## config.mk

```make
export PLATFORM = sky130hd
export DESIGN_NAME = level_referee
export DESIGN_NICKNAME = d
export VERILOG_FILES = /design/src/rtl/game_pkg.sv /design/src/rtl/edge_rise.sv /design/src/rtl/level_referee.sv
export SDC_FILE = /design/constraint.sdc
export NUM_CORES = 1
export LEC_CHECK = 0
export BUFFER_PORTS_ARGS = -buffer_cell sky130_fd_sc_hd__buf_2
export CAP_MARGIN = 20
export CORE_UTILIZATION = 30
export CTS_CLUSTER_DIAMETER = 30
export DETAILED_ROUTE_END_ITERATION = 16
export SYNTH_ARGS = -nofsm -noshare
export SYNTH_HDL_FRONTEND = slang
export SYNTH_SLANG_ARGS = --single-unit
```

## constraint.sdc

```tcl
create_clock -name pixel_clk -period 2.3 [get_ports pixel_clk]
set_input_delay 0.345 -clock pixel_clk [delete_from_list [all_inputs] [get_ports pixel_clk]]
set_output_delay 0.345 -clock pixel_clk [all_outputs]
set_load 0.1 [all_outputs]
```

## src/rtl/game_pkg.sv

```systemverilog
`default_nettype none
// ============================================================================
//  Module : game_pkg
//  Shared sequencer codes, level selects and referee FSM state encoding.
//  Rev    : 1.0  initial release
// ============================================================================
package game_pkg;

    localparam logic [3:0] GS_START = 4'd0;
    localparam logic [3:0] GS_PREP  = 4'd1;
    localparam logic [3:0] GS_PLAY  = 4'd2;
    localparam logic [3:0] GS_WIN   = 4'd3;

    localparam logic [1:0] LVL_0 = 2'd0;
    localparam logic [1:0] LVL_1 = 2'd1;

    typedef enum logic [1:0] {
        ST_IDLE        = 2'd0,
        ST_PLAY        = 2'd1,
        ST_REPORT_WIN  = 2'd2,
        ST_REPORT_LOSE = 2'd3
    } referee_state_t;

endpackage : game_pkg
`default_nettype wire

```

## src/rtl/edge_rise.sv

```systemverilog
`default_nettype none
// ============================================================================
//  Module : edge_rise
//  Rising-edge detector with registered history and synchronous clear.
//  Rev    : 1.0  initial release
// ============================================================================
module edge_rise (
    input  logic pixel_clk,
    input  logic reset,
    input  logic clear,
    input  logic d,
    output logic rise
);

    logic r_hist;

    always_ff @(posedge pixel_clk) begin
        if (reset || clear) begin
            r_hist <= 1'b0;
        end else begin
            r_hist <= d;
        end
    end

    assign rise = d & ~r_hist;

endmodule : edge_rise
`default_nettype wire

```

## src/rtl/level_referee.sv

```systemverilog
`default_nettype none
// ============================================================================
//  Module : level_referee
//  Level timer, item/score tracking and win/lose reporting to the sequencer.
//  Rev    : 1.0  initial release
// ============================================================================
module level_referee
    import game_pkg::*;
#(
    parameter int unsigned TIME_W   = 10,
    parameter int unsigned L0_TIME  = 600,
    parameter int unsigned L1_TIME  = 900,
    parameter int unsigned L0_ITEMS = 3,
    parameter int unsigned L1_ITEMS = 5,
    parameter int unsigned ITEM_W   = 4,
    parameter int unsigned SCORE_W  = 16,
    parameter int unsigned ITEM_PTS = 10
) (
    input  logic               pixel_clk,
    input  logic               reset,
    input  logic [3:0]         game_state,
    input  logic [1:0]         selector_value,
    input  logic               frame_tick,
    input  logic               reached_goal,
    input  logic               hit_hazard,
    input  logic               collect_item,
    output logic               win_the_game,
    output logic               lose_the_game,
    output logic [TIME_W-1:0]  time_left,
    output logic [ITEM_W-1:0]  items,
    output logic [SCORE_W-1:0] score
);

    localparam logic [TIME_W-1:0]  c_L0_TIME  = TIME_W'(L0_TIME);
    localparam logic [TIME_W-1:0]  c_L1_TIME  = TIME_W'(L1_TIME);
    localparam logic [ITEM_W-1:0]  c_L0_ITEMS = ITEM_W'(L0_ITEMS);
    localparam logic [ITEM_W-1:0]  c_L1_ITEMS = ITEM_W'(L1_ITEMS);
    localparam logic [SCORE_W:0]   c_ITEM_PTS = (SCORE_W+1)'(ITEM_PTS);

    referee_state_t     r_state, w_state_nx;
    logic [TIME_W-1:0]  r_time,  w_time_nx;
    logic [ITEM_W-1:0]  r_items, w_items_nx;
    logic [SCORE_W-1:0] r_score, w_score_nx;
    logic [SCORE_W-1:0] r_snap,  w_snap_nx;
    logic               r_win,   w_win_nx;
    logic               r_lose,  w_lose_nx;

    logic               w_collect_rise;
    logic               w_is_prep;
    logic               w_level0;
    logic [ITEM_W-1:0]  w_items_req;
    logic [TIME_W-1:0]  w_time_budget;
    logic [TIME_W-1:0]  w_time_dec;
    logic [ITEM_W-1:0]  w_items_inc;
    logic [SCORE_W:0]   w_score_item_sum;
    logic [SCORE_W:0]   w_score_bonus_sum;
    logic [SCORE_W-1:0] w_score_item;
    logic [SCORE_W-1:0] w_score_bonus;

    assign w_is_prep = (game_state == GS_PREP);

    edge_rise u_collect_edge (
        .pixel_clk (pixel_clk),
        .reset     (reset),
        .clear     (w_is_prep),
        .d         (collect_item),
        .rise      (w_collect_rise)
    );

    // Selector codes 2 and 3 fall through to level 1
    assign w_level0      = (selector_value == LVL_0);
    assign w_items_req   = w_level0 ? c_L0_ITEMS : c_L1_ITEMS;
    assign w_time_budget = w_level0 ? c_L0_TIME  : c_L1_TIME;

    assign w_time_dec  = (frame_tick && (r_time != '0)) ? (r_time - 1'b1) : r_time;
    assign w_items_inc = (r_items == '1) ? r_items : (r_items + 1'b1);

    // One extra bit catches the carry out for saturation
    assign w_score_item_sum  = {1'b0, r_score} + c_ITEM_PTS;
    assign w_score_bonus_sum = {1'b0, r_score} + (SCORE_W+1)'(r_time);
    assign w_score_item  = w_score_item_sum[SCORE_W]  ? '1 : w_score_item_sum[SCORE_W-1:0];
    assign w_score_bonus = w_score_bonus_sum[SCORE_W] ? '1 : w_score_bonus_sum[SCORE_W-1:0];

    always_comb begin
        w_state_nx = r_state;
        w_time_nx  = r_time;
        w_items_nx = r_items;
        w_score_nx = r_score;
        w_snap_nx  = r_snap;
        w_win_nx   = r_win;
        w_lose_nx  = r_lose;

        if (game_state == GS_START) begin
            w_score_nx = '0;
            w_snap_nx  = '0;
            w_items_nx = '0;
            w_win_nx   = 1'b0;
            w_lose_nx  = 1'b0;
            w_state_nx = ST_IDLE;
        end else if (w_is_prep) begin
            w_time_nx  = w_time_budget;
            w_items_nx = '0;
            w_snap_nx  = r_score;
            w_win_nx   = 1'b0;
            w_lose_nx  = 1'b0;
            w_state_nx = ST_IDLE;
        end else begin
            case (r_state)
                ST_IDLE: begin
                    if (game_state == GS_PLAY) begin
                        w_state_nx = ST_PLAY;
                    end
                end
                ST_PLAY: begin
                    if (game_state == GS_PLAY) begin
                        if (hit_hazard || (r_time == '0)) begin
                            w_lose_nx  = 1'b1;
                            w_score_nx = r_snap;
                            w_state_nx = ST_REPORT_LOSE;
                        end else if (reached_goal && (r_items >= w_items_req)) begin
                            w_win_nx   = 1'b1;
                            w_score_nx = w_score_bonus;
                            w_state_nx = ST_REPORT_WIN;
                        end else begin
                            w_time_nx = w_time_dec;
                            if (w_collect_rise) begin
                                w_items_nx = w_items_inc;
                                w_score_nx = w_score_item;
                            end
                        end
                    end
                end
                ST_REPORT_WIN: begin
                    if (game_state != GS_PLAY) begin
                        w_win_nx   = 1'b0;
                        w_state_nx = ST_IDLE;
                    end
                end
                ST_REPORT_LOSE: begin
                    if (game_state != GS_PLAY) begin
                        w_lose_nx  = 1'b0;
                        w_state_nx = ST_IDLE;
                    end
                end
                default: begin
                    w_state_nx = ST_IDLE;
                end
            endcase
        end
    end

    always_ff @(posedge pixel_clk) begin
        if (reset) begin
            r_state <= ST_IDLE;
            r_time  <= '0;
            r_items <= '0;
            r_score <= '0;
            r_snap  <= '0;
            r_win   <= 1'b0;
            r_lose  <= 1'b0;
        end else begin
            r_state <= w_state_nx;
            r_time  <= w_time_nx;
            r_items <= w_items_nx;
            r_score <= w_score_nx;
            r_snap  <= w_snap_nx;
            r_win   <= w_win_nx;
            r_lose  <= w_lose_nx;
        end
    end

    assign win_the_game  = r_win;
    assign lose_the_game = r_lose;
    assign time_left     = r_time;
    assign items         = r_items;
    assign score         = r_score;

endmodule : level_referee
`default_nettype wire

```

# Word level (Yosys, flattened, before mapping)
# Cells that the tools add are included.
[totals] ff_bits=51 in_bits=12 out_inout_bits=32 wordCells=89
[classes] add_sub_neg=4 n_lt_le_gt_ge=1 eq_ne=18 mux=27 n_bitwise=7 reduce_logical=24
[ops] operator="16-bit 2-to-1 mux" n=5
[ops] operator="10-bit 2-to-1 mux" n=6
[ops] operator="16-bit by 10-bit adder with 17-bit output" n=1
[ops] operator="16-bit by 4-bit adder with 17-bit output, second input constant" n=1
[ops] operator="2-bit != test, second input constant" n=7
[ops] operator="4-bit AND reduction" n=3
[ops] operator="6-bit AND reduction" n=2
[ops] operator="10-bit zero test" n=1
[ops] operator="2-bit 2-to-1 mux" n=5
[ops] operator="10-bit nonzero test" n=1
[ops] operator="2-bit nonzero test" n=5
[ops] operator="10-bit by 1-bit subtractor with 10-bit output, second input constant" n=1
[ops] operator="9-bit 2-to-1 mux" n=1
[ops] operator="1-bit 2-to-1 mux" n=6
[ops] operator="2-bit by 1-bit != test with 1-bit output, second input constant" n=3
[ops] operator="1-bit inverter" n=6
[ops] operator="2-bit one-hot mux with 3 select lines" n=1
[ops] operator="5-bit AND reduction" n=1
[ops] operator="4-bit by 1-bit adder with 4-bit output, second input constant" n=1
[ops] operator="2-bit equality test, second input constant" n=2
[ops] operator="4-bit by 1-bit equality test with 1-bit output, second input constant" n=1
[ops] operator="4-bit by 2-bit equality test with 1-bit output, second input constant" n=1
[ops] operator="4-bit equality test, second input constant" n=1
[ops] operator="4-bit by 3-bit >= comparator with 1-bit output" n=1
[ops] operator="13 further kinds" n=18

# Longest topological paths before layout
# Gate-level depths: netlist (run 1).
[depth] depth_word=9 depth_mapped=10 mapped_depth_nobuf=9

# Cells and area by module
# From an unflattened synthesis (run 1), not the netlist that was laid out.
[hier_totals] hier_cells=442 area_unflattened_um2=3377.0
[modules_own_cells] mod="level_referee" n_inst=1 cells_each=439 area_per_inst_um2=3338.2 seq_area_each_um2=1001.0
[modules_own_cells] mod="edge_rise" n_inst=1 cells_each=3 area_per_inst_um2=38.8 seq_area_each_um2=20.0

# Least setup slack after synthesis (run 1)
# No wires, ideal clock.
[synth_timing] kind="register to register" startpoint="register r_items[1], in the netlist items[1]" endpoint="register r_time[7], in the netlist time_left[7]" setup_time_ns=0.133 arrival_ns=2.878 required_ns=2.167 slack_ns=-0.711 stages_incl_launch_ff=9 path_buffers=1 synth_period_minus_slack_ns=3.011 path_cell_list="dfxtp_1 > ha_1 > a21o_1 > a211o_1 > a2111oi_4 > buf_6 > nand2_1 > o311ai_1 > a21oi_1"
[synth_via] elab_chain_len=4
[synth_lines] item="start: declaration" line_no="level_referee.sv:42" rtl="logic [ITEM_W-1:0] r_items, w_items_nx;"
[synth_lines] item="start signal: assignment" line_no="level_referee.sv:164" rtl="r_items <= w_items_nx;"
[synth_lines] item="4-bit by 3-bit >= comparator with 1-bit output" line_no="level_referee.sv:120" rtl="end else if (reached_goal && (r_items >= w_items_req)) begin"
[synth_lines] item="1-bit logical AND" line_no="level_referee.sv:120"
[synth_lines] item="2-bit by 1-bit != test with 1-bit output (no source line)"
[synth_lines] item="6-bit AND reduction (no source line)"
[synth_lines] item="end signal: assignment" line_no="level_referee.sv:163" rtl="r_time <= w_time_nx;"
[synth_lines] item="end: declaration" line_no="level_referee.sv:41" rtl="logic [TIME_W-1:0] r_time, w_time_nx;"
# Every way passes these cells.
# A chain may end at the register's enable or synchronous reset.

# Worst setup path after layout (run 1)
[layout_timing] startpoint="register r_score[0], in the netlist score[0]" endpoint="register r_score[3], in the netlist score[3]"
[layout_via] elab_chain_len=5 word_cells_on_any_way=7 cone_classes="add/sub (2); mux (5)"
[layout_lines] item="start: declaration" line_no="level_referee.sv:43" rtl="logic [SCORE_W-1:0] r_score, w_score_nx;"
[layout_lines] item="start signal: assignment" line_no="level_referee.sv:165" rtl="r_score <= w_score_nx;"
[layout_lines] item="16-bit by 4-bit adder with 17-bit output" line_no="level_referee.sv:79" rtl="assign w_score_item_sum = {1'b0, r_score} + c_ITEM_PTS;"
[layout_lines] item="16-bit 2-to-1 mux" line_no="level_referee.sv:81" rtl="assign w_score_item = w_score_item_sum[SCORE_W] ? '1 : w_score_item_sum[SCORE_W-1:0];"
[layout_lines] item="16-bit 2-to-1 mux" line_no="level_referee.sv:126" rtl="if (w_collect_rise) begin"
[layout_lines] item="16-bit 2-to-1 mux (*)" line_no="level_referee.sv:120"
[layout_lines] item="16-bit 2-to-1 mux (*)" line_no="level_referee.sv:116" rtl="if (hit_hazard || (r_time == '0)) begin"
# Mark *: on every way between the ends. The rest lies on a longest branch, timed or not. The select of a mux whose other input is x is not followed.

==> key figures, run 1 <==
Routing
  • Drt drc: 0
  • Via count: 3637
  • Avg WL per Cell: roughly 16 µm
  • Initial drt markers: between 200 and 250
  • Vias/cell: between 5 and 6
  • Router iterations before antenna repair: 5
  • Detail Route Antenna Nets: 0
  • Post-Route WL: 10790 µm

Synthesis
  • Synthesized area: 0.003369 mm²
  • Top-area cell type share of the netlist area: between 30% and 40%
  • Top_reg_cell synth: dfxtp_1
  • Warnings, synthesis: 0
  • Post-synthesis instance total: about 430
  • Count of flip-flops with a built-in enable after synthesis: 0
  • Top cell type by total area after synthesis: dfxtp_1
  • Yosys reg bits: 51
  • Top cells by area, synth: dfxtp_1, a21oi_1, nand2_1, ha_1, o21ai_0
  • Syn_nets: ~460
  • Post-synth ARST share: 0%
  • Synth unique cells: 58
  • Mean area per synthesized cell: 7.782 µm²
  • Sequential element share of the synthesized area: 30.30%

Die
  • Initial core utilization: 30.95%
  • Ports: between 40 and 50
  • Die area: 0.01166 mm²
  • DIE WIDTH: 108.0 µm
  • Die span in y: 108.0 µm
  • CORE AREA: 0.01089 mm²
  • Core Rows: 38

Setup path
  • Critical Path End: score[3]
  • R2R setup slack: -40 ps
  • Worst r2r dst: score[3]
  • CP Max Fanout: 10
  • Critical path launch point type: flop
  • Reg2Reg Launch Point: score[0]
  • R2R depth: 9
  • Beginning of the critical path: score[0]
  • Crit end category: flop
  • Worst path required time: 2500 ps
  • WS Path Type: reg -> reg
  • Worst endpoint data arrival time: approximately 2500 ps

Hold path
  • Worst Hold Class: in -> reg

GRT
  • Initial antenna violation count: 0
  • Total Routing Usage GR: 18.64%
  • Largest net degree at the start of global routing: 19
  • Grt total ovfl: 0
  • Global-route wire length before repair: 17200 µm
  • Number of global-route vias before repair: 3402

STA
  • Setup-failing EPs final: 2
  • Final Slew Violations: 0
  • Worst-Margin Slew: 1066 ps
  • Final hold vios: 0
  • Final worst slack: -37.59 ps
  • Setup TNS: -49.84 ps
  • Clock skew: between 15 and 20 ps
  • Slew margin rel.: between 20% and 30%
  • RSZ-0062 raised after global routing: true
  • Period minus WS final: between 2000 and 2500 ps
  • F_max: 0.4278 GHz
  • Final period utilization: 101.6%
  • Final hold slack: 327.5 ps

CTS
  • H-tree Lvls: 2
  • CTS Buf Count: 5
  • CTS tree: done
  • Worst-Skew Late Latency: 320 ps
  • Hold_buf cts: 0
  • Clk pin slew, worst setup/hold paths: 110 ps
  • Sink Count: 51
  • Clock root cell: clkbuf_8
  • CTS Buffer Depth: 2

Final layout
  • Finished Layout Cells: 666
  • Design area: 0.004522 mm²
  • # diodes: 0
  • Synth-to-Final Area Change: 34.20%
  • Fin util: 41.53%
  • Layout cells sized above 1: between 30% and 40%
  • Most frequent cells in the layout: nand2_1, buf_4, a21oi_1
  • Final-stage net count: between 500 and 600
  • Most common cell after layout, fill and taps aside: nand2_1

Flow run
  • Max Cap Violations: 0

Power
  • Power per Cell Area: 393.3 mW/mm²
  • Peak supply drop: ~0.26 mV
  • Net load switching power: 504.6 µW
  • Clock power frac: 35.9%
  • Internal Power: 1.274 mW
  • Sw Share: between 20% and 30%
  • Leak pwr: 1.858 nW
  • Comb power frac: 14.5%
  • Tot Pwr: between 1.5 and 2 mW
  • Reg power frac: 49.6%

Outcome
  • Status: finished, violations left
  • Failing checks: setup timing

Place
  • Port Buf Inserts: 43
  • Placed Instances: 647
  • Dpl hpwl: 7907 µm
  • Gp weighted congestion: ~0.9
  • Post-Place Cell Area: about 0.0042 mm²
  • Pre-CTS WS: -234.1 ps
[Yosys cell counts, types with 3 or more instances]
master / count
a211o_1: 5
a211oi_1: 11
a21o_1: 10
a21oi_1: 48
a221oi_1: 7
a31oi_1: 11
a41o_1: 3
a41oi_1: 4
and2_1: 3
and3_1: 4
buf_2: 3
clkbuf_1: 19
dfxtp_1: 51
ha_1: 16
inv_1: 11
mux2i_1: 4
nand2_1: 64
nand3_1: 12
nand4_1: 5
nor2_1: 28
nor2b_1: 3
nor3_1: 11
nor4_1: 4
o211ai_1: 3
o21ai_0: 36
o311ai_0: 3
xnor2_1: 8
xor2_1: 12
[how the worst min path moves through the flow]
| stage | start | to | slack, ps | depth (start not counted) |
|---|---|---|---|---|
| after floorplan | reset | time_left[1] | 420 | 1 |
| after global placement | r_snap[4] | r_snap[4] | 440 | 2 |
| after detailed placement | r_snap[6] | r_snap[6] | 450 | 2 |
| after CTS | collect_item | u_collect_edge.r_hist | 320 | 2 |
| after global routing | collect_item | u_collect_edge.r_hist | 320 | 2 |
| final | collect_item | u_collect_edge.r_hist | 330 | 2 |
[repair_timing]
action / in CTS / in global routing
pin swaps: 1 / 10
buffers inserted: 2 / 10
gates resized for setup: 5 / 16
endpoints found under the setup margin: 22 / 25
gates cloned: 0 / 0
[state kept, by name (all words and copies together), names as in the netlist]
signal                 flops
r_snap                    16
win_the_game               1
u_collect_edge.r_hist      1
items                      4
score                     16
time_left                 10
r_state                    2
lose_the_game              1
[power by group through the flow]
stage                     clock, mW  combinational, mW  sequential [mW]
after CTS                     0.651              0.244            0.881
after detailed placement          0              0.235            0.902
final                         0.639              0.258            0.881
after global routing          0.687              0.275            0.883
after global placement            0              0.235            0.901
after floorplan                   0              0.103            0.939
[worst max-delay path, stage by stage, from the launching register on]
cell      delay (ps)
dfxtp_4          370
ha_4             170
fa_2             340
a211o_1          310
a21oi_2          180
a211o_1          230
a21boi_2          80
buf_4            180
o311ai_2         250
a31oi_1          110
[layout make-up]
type,instances,area [µm²]
fill,1099,6366
clock inverter,1,5.005
multi-input combinational,346,2320
inverter,11,41.29
clock buffer,7,107.6
sequential,51,1097
tap,140,175.2
timing repair buffer,110,775.7
[logic make-up (layout without fill, tap and decap cells)]
family	after synthesis	count (layout)	share of synthesized area, %
flops	51	51	30.30
compound gates	160	160	31.90
mux	4	4	1.188
buf+inv	36	129	4.456
fa+ha+maj	17	17	6.535
xor+xnor	20	20	5.199
simple gates	145	145	20.42
[metal layers]
layer  vias up  share of wire (%)  GRT usage (%)
met3        15                4.9          2.652
met5         -                  0              0
li1       1792                  -              -
met4         0                2.2          6.751
met1      1709                 46          24.95
met2       121                 47          30.35
Note: power is estimated with default switching activity, not from simulation.
==> run 2: changes to the inputs <==
--- a/config.mk
+++ b/config.mk
@@ -7,9 +7,13 @@
 export LEC_CHECK = 0
 export BUFFER_PORTS_ARGS = -buffer_cell sky130_fd_sc_hd__buf_2
 export CAP_MARGIN = 20
+export CELL_PAD_IN_SITES_DETAIL_PLACEMENT = 0
+export CELL_PAD_IN_SITES_GLOBAL_PLACEMENT = 2
 export CORE_UTILIZATION = 30
 export CTS_CLUSTER_DIAMETER = 30
 export DETAILED_ROUTE_END_ITERATION = 16
+export GPL_TIMING_DRIVEN = 0
+export PLACE_DENSITY_LB_ADDON = 0.1
 export SYNTH_ARGS = -nofsm -noshare
 export SYNTH_HDL_FRONTEND = slang
 export SYNTH_SLANG_ARGS = --single-unit
==> key figures, run 2 (synthesis results as in run 1) <==
Place
  • Dpl hpwl: 8665 µm (+9.6%)
  • Port Buf Inserts: 43 (unchanged)
  • Placed Instances: 616 (-4.8%)
  • Gp weighted congestion: 0.7783 (-11%)

STA
  • RSZ-0062 raised after global routing: true
  • Clock skew: 12.80 ps (-3.340 ps)
  • Slew margin rel.: 40.97% (+12 points)
  • Final hold slack: 255.5 ps (-71.94 ps)
  • Worst-Margin Slew: 885.4 ps (-180.6 ps)
  • Period minus WS final: 2300 ps (-37.70 ps)
  • Setup-failing EPs final: 0 (-2)
  • F_max: 0.4348 GHz (+1.6%)
  • Final Slew Violations: 0 (unchanged)
  • Final period utilization: 100.0% (-1.6 points)
  • Final hold vios: 0 (unchanged)

GRT
  • Global-route wire length before repair: 19350 µm (+13%)
  • Met2 Resource Use GR: 33.44% (+3.1 points)
  • Met1 global-route usage: 33.15% (+8.2 points)
  • Met3 usage in global routing: 3.134% (+0.48 points)
  • Total Routing Usage GR: 22.26% (+3.6 points)
  • Initial antenna violation count: 0 (unchanged)
  • Number of global-route vias before repair: 3273 (-3.8%)
  • Grt total ovfl: 0 (unchanged)
  • Gr busiest metal: met2
  • Largest net degree at the start of global routing: 17 (-2)

CTS
  • CTS Buf Count: 5 (unchanged)
  • Worst-Skew Late Latency: 330 ps (about the same)
  • Hold_buf cts: 0 (unchanged)
  • Sink Count: 51 (unchanged)
  • CTS Buffer Depth: 2 (unchanged)
  • H-tree Lvls: 2 (unchanged)
  • Clock root cell: clkbuf_8
  • CTS tree: done
  • Clk pin slew, worst setup/hold paths: 110 ps (about the same)

Final layout
  • Fin util: 40.97% (-0.56 points)
  • Most frequent cells in the layout: nand2_1, buf_2, a21oi_1
  • Most common cell after layout, fill and taps aside: nand2_1
  • # diodes: 0 (unchanged)
  • Layout cells sized above 1: 31.57% (-1.9 points)
  • Final-stage net count: 538 (-2.9%)
  • Synth-to-Final Area Change: 32.38%
  • Finished Layout Cells: 650 (-2.4%)

Routing
  • Initial drt markers: 156 (-22%)
  • Post-Route WL: 12340 µm (+14%)
  • Drt drc: 0 (unchanged)
  • Via count: 3570 (-1.8%)
  • Vias/cell: 5.492 (+0.57%)
  • Avg WL per Cell: 18.99 µm (+17%)
  • Router iterations before antenna repair: 5 (unchanged)
  • Detail Route Antenna Nets: 0 (unchanged)

Setup path
  • Worst path required time: 2550 ps (+50 ps)
  • Crit end category: flop
  • WS Path Type: reg -> reg
  • Worst endpoint data arrival time: 2550 ps (about the same)
  • Critical path launch point type: flop
  • CP Max Fanout: 5 (-5)

Power
  • Peak supply drop: 0.2389 mV (-7.5%)
  • Leak pwr: 1.707 nW (-8.1%)
  • Power per Cell Area: 379.9 mW/mm² (-3.4%)

Flow run
  • Max Cap Violations: 0 (unchanged)

Outcome
  • Status: finished clean

Die
  • Core Rows: 38 (unchanged)
  • Ports: 44 (unchanged)
  • CORE AREA: 0.01089 mm² (unchanged)
  • DIE WIDTH: 108.0 µm (unchanged)
  • Die area: 0.01166 mm² (unchanged)
  • Initial core utilization: 30.95% (unchanged)
  • Die span in y: 108.0 µm (unchanged)

Hold path
  • Worst Hold Class: in -> reg
[run 2: cell types whose count changed in the layout (fill, tap and decap cells not counted), sizes merged]
cell      delta
clkbuf      +17
clkinv       +1
clkinvlp     +1
buf         -35
[run 2: path summary, 6_finish.rpt]
| check | cells past startpoint | end | slack, ps | from |
|---|---|---|---|---|
| worst min register to register | 2 | r_snap[10] | 460 | r_snap[10] |
| worst min-delay path | 2 | time_left[1] | 260 | reset |
| worst max register to register | 9 | score[14] | 0.1 | time_left[0] |
| worst max-delay path | 9 | score[14] | 0.1 | time_left[0] |
[run 2: where the power goes]
group          internal [mW]  switching [mW]
Combinational         0.0760           0.176
Sequential             0.873          0.0124
Clock                  0.214           0.344
Total                   1.16           0.532
[run 2: metrics by stage]
step                cell area (µm²)  worst slack [ps]  TNS [ps]  total power [mW]
floorplan                      3488            -44.17    -141.8             1.042
global placement               3879            -617.6    -10650             1.118
detailed placement             3879            -614.2    -11230             1.120
CTS                            4204            -62.12    -411.7             1.693
global route                   4461            -100.1    -210.4             1.778
finish                         4461            0.1050         0             1.695
[run 2: repair_timing]
item | in CTS | in global routing
gates cloned | 1 | 0
buffers inserted | 11 | 15
resized for setup | 37 | 27
endpoints found under the setup margin | 19 | 24
pin swaps | 14 | 24
[run 2: layer usage]
metal,routed length [µm],vias up
met4,176,0
met1,6169,1713
met5,0,-
met3,529,11
li1,-,1760
met2,5466,86
[run 2: critical path, stage by stage, from the launching register on]
cell	delay (ps)
dfxtp_4	380
ha_4	170
fa_2	350
a211o_1	300
a21oi_2	190
a211o_4	200
buf_12	120
a2111oi_1	70
a211o_1	320
a31oi_1	130
[run 2: final cells by class]
class / instances / area (µm²)
fill: 1145 / 6427
multi-input combinational: 346 / 2480
sequential: 51 / 1097
timing repair buffer: 70 / 446.7
tap: 140 / 175.2
buffer: 24 / 131.4
clock buffer: 5 / 68.82
inverter: 11 / 41.29
clock inverter: 3 / 20.02
